`src/rtl/micro_sequencer.sv`:
```
// -----------------------------------------------------------------------------
// micro_sequencer
//
// Microprogram sequencer. Owns the micro-PC (upc), addresses the 256x20
// microcode ROM, captures each returned microword in the micro-instruction
// register (uir) and presents its 7-bit control field to the datapath.
//
// Every microword takes one FETCH cycle and one or more EXEC cycles. At the
// end of the last EXEC cycle the next micro-address is chosen by the word's
// mode field: increment, jump, conditional jump on datapath flags, or
// dispatch on the macro opcode. A word with its halt bit set parks the
// sequencer in HALT until the next start.
//
// Microword layout:
//   [19]    halt
//   [18:17] mode   00 inc, 01 jump, 10 cond jump, 11 dispatch
//   [16:15] cond   0 Z, 1 C, 2 N, 3 !Z
//   [14:7]  target
//   [6:0]   control
//
// Ports:
//   clk           system clock, rising edge
//   rst_n         asynchronous active-low reset
//   start_i       begin execution at START_ADDR (IDLE or HALT only)
//   opcode_i[3:0] macro opcode used by dispatch
//   flags_i[2:0]  datapath flags {N,C,Z}, sampled at the end of EXEC
//   wait_i        datapath not ready; holds the current microword in EXEC
//   rom_addr_o    micro-address to ROM (always equals upc)
//   rom_data_i    microword returned by the ROM (combinational)
//   ctrl_o        datapath control field, zero outside EXEC
//   ctrl_valid_o  high while in EXEC
//   busy_o        high in FETCH or EXEC
//   halted_o      high in HALT
// -----------------------------------------------------------------------------
module micro_sequencer #(
    parameter logic [7:0] START_ADDR = 8'h00
) (
    input  logic        clk,
    input  logic        rst_n,
    input  logic        start_i,
    input  logic [3:0]  opcode_i,
    input  logic [2:0]  flags_i,
    input  logic        wait_i,
    output logic [7:0]  rom_addr_o,
    input  logic [19:0] rom_data_i,
    output logic [6:0]  ctrl_o,
    output logic        ctrl_valid_o,
    output logic        busy_o,
    output logic        halted_o
);

    localparam int HALT_BIT = 19;

    localparam logic [1:0] MODE_INC  = 2'b00;
    localparam logic [1:0] MODE_JMP  = 2'b01;
    localparam logic [1:0] MODE_CJMP = 2'b10;
    localparam logic [1:0] MODE_DISP = 2'b11;

    typedef enum logic [1:0] {
        IDLE  = 2'b00,
        FETCH = 2'b01,
        EXEC  = 2'b10,
        HALT  = 2'b11
    } state_t;

    state_t      state;
    logic [7:0]  upc;
    logic [19:0] uir;
    logic [7:0]  next_upc;

    // Condition select over the datapath flags {N,C,Z}.
    function automatic logic cond_true(input logic [1:0] sel,
                                       input logic [2:0] flags);
        logic r;
        case (sel)
            2'd0:    r = flags[0];
            2'd1:    r = flags[1];
            2'd2:    r = flags[2];
            default: r = ~flags[0];
        endcase
        return r;
    endfunction

    // Next micro-address for the word held in uir. The increment wraps
    // naturally at 8 bits (FF -> 00).
    function automatic logic [7:0] calc_next(input logic [19:0] word,
                                             input logic [7:0]  pc,
                                             input logic [2:0]  flags,
                                             input logic [3:0]  opcode);
        logic [7:0] inc;
        logic [7:0] tgt;
        logic [7:0] r;
        inc = pc + 8'd1;
        tgt = word[14:7];
        case (word[18:17])
            MODE_INC:  r = inc;
            MODE_JMP:  r = tgt;
            MODE_CJMP: r = cond_true(word[16:15], flags) ? tgt : inc;
            MODE_DISP: r = {opcode, 4'b0000};
            default:   r = inc;
        endcase
        return r;
    endfunction

    assign next_upc   = calc_next(uir, upc, flags_i, opcode_i);
    assign rom_addr_o = upc;

    // All outputs other than the ROM address are registered so that they
    // only ever change just after a clock edge (or on reset).
    always_ff @(posedge clk or negedge rst_n) begin
        if (!rst_n) begin
            state        <= IDLE;
            upc          <= START_ADDR;
            uir          <= '0;
            ctrl_o       <= '0;
            ctrl_valid_o <= 1'b0;
            busy_o       <= 1'b0;
            halted_o     <= 1'b0;
        end else begin
            case (state)
                IDLE: begin
                    if (start_i) begin
                        upc    <= START_ADDR;
                        busy_o <= 1'b1;
                        state  <= FETCH;
                    end
                end

                // ROM address has been stable for the whole cycle; capture
                // the word and expose its control field in the next cycle.
                FETCH: begin
                    uir          <= rom_data_i;
                    ctrl_o       <= rom_data_i[6:0];
                    ctrl_valid_o <= 1'b1;
                    state        <= EXEC;
                end

                // wait_i holds everything; the final EXEC cycle is the one
                // in which wait_i is low, and it decides where to go next.
                EXEC: begin
                    if (!wait_i) begin
                        ctrl_o       <= '0;
                        ctrl_valid_o <= 1'b0;
                        if (uir[HALT_BIT]) begin
                            busy_o   <= 1'b0;
                            halted_o <= 1'b1;
                            state    <= HALT;
                        end else begin
                            upc   <= next_upc;
                            state <= FETCH;
                        end
                    end
                end

                HALT: begin
                    if (start_i) begin
                        upc      <= START_ADDR;
                        busy_o   <= 1'b1;
                        halted_o <= 1'b0;
                        state    <= FETCH;
                    end
                end

                default: begin
                    state <= IDLE;
                end
            endcase
        end
    end

endmodule

```
`config.mk`:
```
export PLATFORM = sky130hd
export DESIGN_NAME = micro_sequencer
export DESIGN_NICKNAME = d
export VERILOG_FILES = /design/src/rtl/micro_sequencer.sv
export SDC_FILE = /design/constraint.sdc
export NUM_CORES = 1
export LEC_CHECK = 0
export ABC_AREA = 1
export BUFFER_PORTS_ARGS = -buffer_cell sky130_fd_sc_hd__buf_2
export CORE_ASPECT_RATIO = 1.2
export CORE_UTILIZATION = 52
export DETAILED_ROUTE_END_ITERATION = 8
export HOLD_SLACK_MARGIN = 0.06
export PLACE_DENSITY = 0.79
export REMOVE_ABC_BUFFERS = 1
export SLEW_MARGIN = 5
export SYNTH_ARGS = -nofsm -noshare
export SYNTH_HDL_FRONTEND = slang
export SYNTH_SLANG_ARGS = --single-unit
```
`constraint.sdc`:
```
create_clock -name clk -period 2.1 [get_ports clk]
set_input_delay 0.42 -clock clk [delete_from_list [all_inputs] [get_ports clk]]
set_output_delay 0.42 -clock clk [all_outputs]
set_load 0.005 [all_outputs]
```
After elaboration in Yosys (flattened, before gate mapping). Cells that the tools add are included.

Output and inout port bits: 18. Bits of input ports: 31. Register bits after elaboration: 40.

Reductions and logical operators: 12. Add/sub/neg operators: 1. Equality and inequality tests: 13. Mux-type cells: 24. Bitwise logic cells: 1.

Operators with widths (count): $mux 8 (4); $pmux 8 s4 (1); $pmux 8 s2 (1); $pmux 7 s2 (1); $reduce_and 4->1 (3); $eq 2x2->1 const B (5); $add 8x1->8 const B (1); $mux 1 (8); $ne 2x2->1 const B (4); $mux 7 (1); $eq 2x1->1 const B (3); $logic_not 2->1 (3); $mux 2 (3); $pmux 1 s2 (3); $pmux 2 s3 (1); $reduce_bool 2->1 (3); $reduce_and 2->1 (2); $pmux 1 s3 (1); $ne 2x1->1 const B (1); $reduce_or 2->1 (1); $not 1->1 (1).

Depth between registers and ports, before layout.
Word-level depth: 8. Depth in mapped cells: 11. Mapped depth without buffers: 11.

Worst setup path after synthesis. OpenSTA, ideal clock, no wires.

Kind: register -> register. From: reg state[0]. To: reg upc[5], in the netlist rom_addr_o[5]. Data required time: 1.984 ns. Path slack: 0.627 ns. Data arrival time: 1.356 ns. Library setup time: 0.116 ns. Buffers on the path: 0. Cell stages (with the launch flop): 12. Cells stage by stage: dfrtp_1 > inv_1 > ha_1 > inv_1 > o21ai_2 > nor2_4 > nand3_2 > inv_2 > nand2_1 > inv_1 > nand2_1 > nand2_1.

Word-level cells in the longest chain between the ends: 4.

Ends and longest elaborated chain: from (decl) (RTL line 66) `state_t state;`; from (signal assigned) (RTL line 112) `state <= IDLE;`; from (signal assigned) (RTL line 125) `state <= FETCH;`; from (signal assigned) (RTL line 135) `state <= EXEC;`; $eq 2x2->1 / $logic_not 2->1 (equally long branches) (RTL line 120) `case (state)`; $reduce_or 2->1 (no line); $ne 2x1->1 (no line) / $reduce_bool 2->1 (equally long branches); $reduce_and 4->1 (no line); to (signal assigned) (RTL line 149) `upc <= next_upc;`; to (decl) (RTL line 67) `logic [7:0] upc;`.

Several ways; a longest one is shown, not always the timed one. A chain may end at the register's enable or synchronous reset.

Worst setup path in the final report.
From: reg state[0]. To: reg upc[7], in the netlist rom_addr_o[7].

The elaborated chain is that of the path after synthesis.

==> qor.txt <==
number of global-route vias before repair: 1726
Final period util: 0.794
Reg2Reg Depth: 11
RSZ-0062 raised after global routing: no
clock tree root buffer cell: clkbuf_8
first-pass GRT wire length: 6960 um
hold violation count in the final report: 0
dpl cells: 340
Final GP Congestion: 0.834
Design Power: 3410 uW
final WL: 3930 um
wire per inst: 11.3 um
final core occ: 0.672
worst-skew pair later-pin latency: 280 ps
Final Non-Filler Cells: 348
commonest non-fill, non-tap cells in the layout: nand2_1, buf_2, inv_1, dfrtp_1, nand3_1
min-delay worst type: input port to async pin
Crit path arrival time: 1890 ps
total gr overflow: 0
Leak Pwr: 0.00130 uW
setup tns final: 0 ps
Fillers: 303
Clk pin slew, worst setup/hold paths: 70 ps
outcome: complete, but fails checks
H-Tree Level Count: 2
cells after synthesis: 258
Antenna Violating Nets Remaining: 0
Max rail drop VDD: 0.000781 V
DRT Pass-1 Iters: 6
clk_skew: 3.12 ps
total CTS buffers: 5
CTS tree: yes
Post-DP HPWL: 3000 um
Initial DRC Count: 113
Max Cap Violations: 0
Req. time, crit path: 2320 ps
initial antenna violation count: 0
synthesized flop and latch total: 33
pin count of the biggest net entering global routing: 34
via/cell ratio: 5.09
hold buffers post-CTS: 0
Worst slew margin: 0.516
clock sinks: 33
die width: 57.1 um
routed vias: 1770
violated checks: DRC
IO Pins: 49
endpoint type of the worst setup path: register
Antenna diodes: 0
Residual DRC: 2
row count: 23
Final Critical Period: 1670 ps
Synth Cell Area: 1890 um^2
worst hold slack: 187 ps
area growth from synthesis to layout: 20.4%
Pins Over Slew Limit: 0
Pwr Density: 1500 nW/um^2
most common cell after layout, fill and taps aside: nand2_1
Initial Utilization: 0.558
NumNets Final: 346
CTS max path bufs: 2
aggregate global-route resource usage: 0.237
Critical Path Source Type: register
Crit Path Category: register to register
# Post-CTS Setup Buffers: 0
post-CTS sizing: 0
core area: 3400 um^2
layout cell share with drive strength beyond 1: 0.228
crit-path max FO: 6
Slew @ Worst Pin: 727 ps
fmax: 0.600 GHz
Syn. warnings: 0
post-synthesis sequential area ratio: 0.436
I/O Buffers: 48
DIE AREA: 3890 um^2
Mean Syn Cell Area: 7.34 um^2
final setup fails: 0
number of distinct library cells after synthesis: 24
Die Y: 68.1 um
logic make-up after synthesis:
logic type,count (synthesis),share of synthesized area
simple gates,144,0.341
buf+inv,42,0.0878
flops,33,0.436
compound gates,31,0.0872
fa+ha+maj,5,0.0330
xor+xnor,2,0.00925
mux,1,0.00594
per-stage QoR:
stage | worst slack [ps] | area (um^2)
2_1_floorplan | 346 | 1870
3_3_place_gp | 521 | 2160
3_5_place_dp | 458 | 2160
4_1_cts | 432 | 2280
5_1_grt | 273 | 2280
6_report | 433 | 2280
per-layer routing:
layer / track usage / vias to the layer above / share of wire
met3: 0.0529 / 9 / 0.046
li1: - / 914 / -
met1: 0.252 / 797 / 0.42
met2: 0.440 / 50 / 0.51
met4: 0.122 / 0 / 0.026
met5: 0 / - / 0
sequential cells by signal (all words and copies together), names as in the netlist:
name / flops
uir: 13
rom_addr_o: 8
ctrl_o: 7
state: 2
busy_o: 1
ctrl_valid_o: 1
halted_o: 1
Yosys cell counts:
library cell  number  area (um^2)
clkbuf_1           1         3.75
nand2_1           96          360
buf_6              1         11.3
nand3b_1           4         30.0
dfrtp_1           33          826
nor2_1             8         30.0
o21bai_1           1         7.51
o21ai_0           24          120
mux2_2             1         11.3
buf_1              1         3.75
a31oi_1            1         6.26
nand2_2            2         12.5
nand3_2            3         30.0
o21a_1             1         7.51
buf_2              1         5.00
nor2_4             2         22.5
inv_1             33          124
ha_1               5         62.6
o21ai_2            1         8.76
nor2_8             1         20.0
xor2_1             2         17.5
nand3_1           28          140
inv_2              5         18.8
a21oi_1            3         15.0
worst max-delay path, stage by stage (launching register included):
cell and delay (ps):
dfrtp_1 430, inv_1 70, ha_1 300, inv_1 130, o21ai_2 110, nor2_4 130, nand3_2 100, inv_2 120
nand2_1 60, inv_1 50, nand2_1 40, nand2_1 50
final timing paths:
kind                                      startpoint                         to  slack (ps)
worst max-delay path            state[0]$_DFFE_PN0P_  rom_addr_o[7]$_DFFE_PN0P_         430
worst min-delay path                           rst_n       state[1]$_DFFE_PN0P_         190
worst max register to register  state[0]$_DFFE_PN0P_  rom_addr_o[7]$_DFFE_PN0P_         430
worst min register to register   uir[10]$_DFFE_PN0P_        uir[10]$_DFFE_PN0P_         480
max in group asynchronous                      rst_n        uir[12]$_DFFE_PN0P_        1450
min in group clk                      rom_data_i[10]        uir[10]$_DFFE_PN0P_         330
power breakdown:
part	internal (uW)	total, uW	switching [uW]
clock	387	613	227
sequential	913	1140	226
combinational	617	1660	1040
area by class of cell:
cell class | instances | area (um^2) | share of cell area
repair buffers | 49 | 248 | 0.109
flip-flops and latches | 33 | 826 | 0.362
clock inverters | 1 | 30.0 | 0.0132
multi-input cells | 183 | 902 | 0.396
clock buffers | 7 | 86.3 | 0.0378
well taps | 37 | 46.3 | 0.0203
inverters | 38 | 143 | 0.0625
Power figures use the tool's default switching activity.
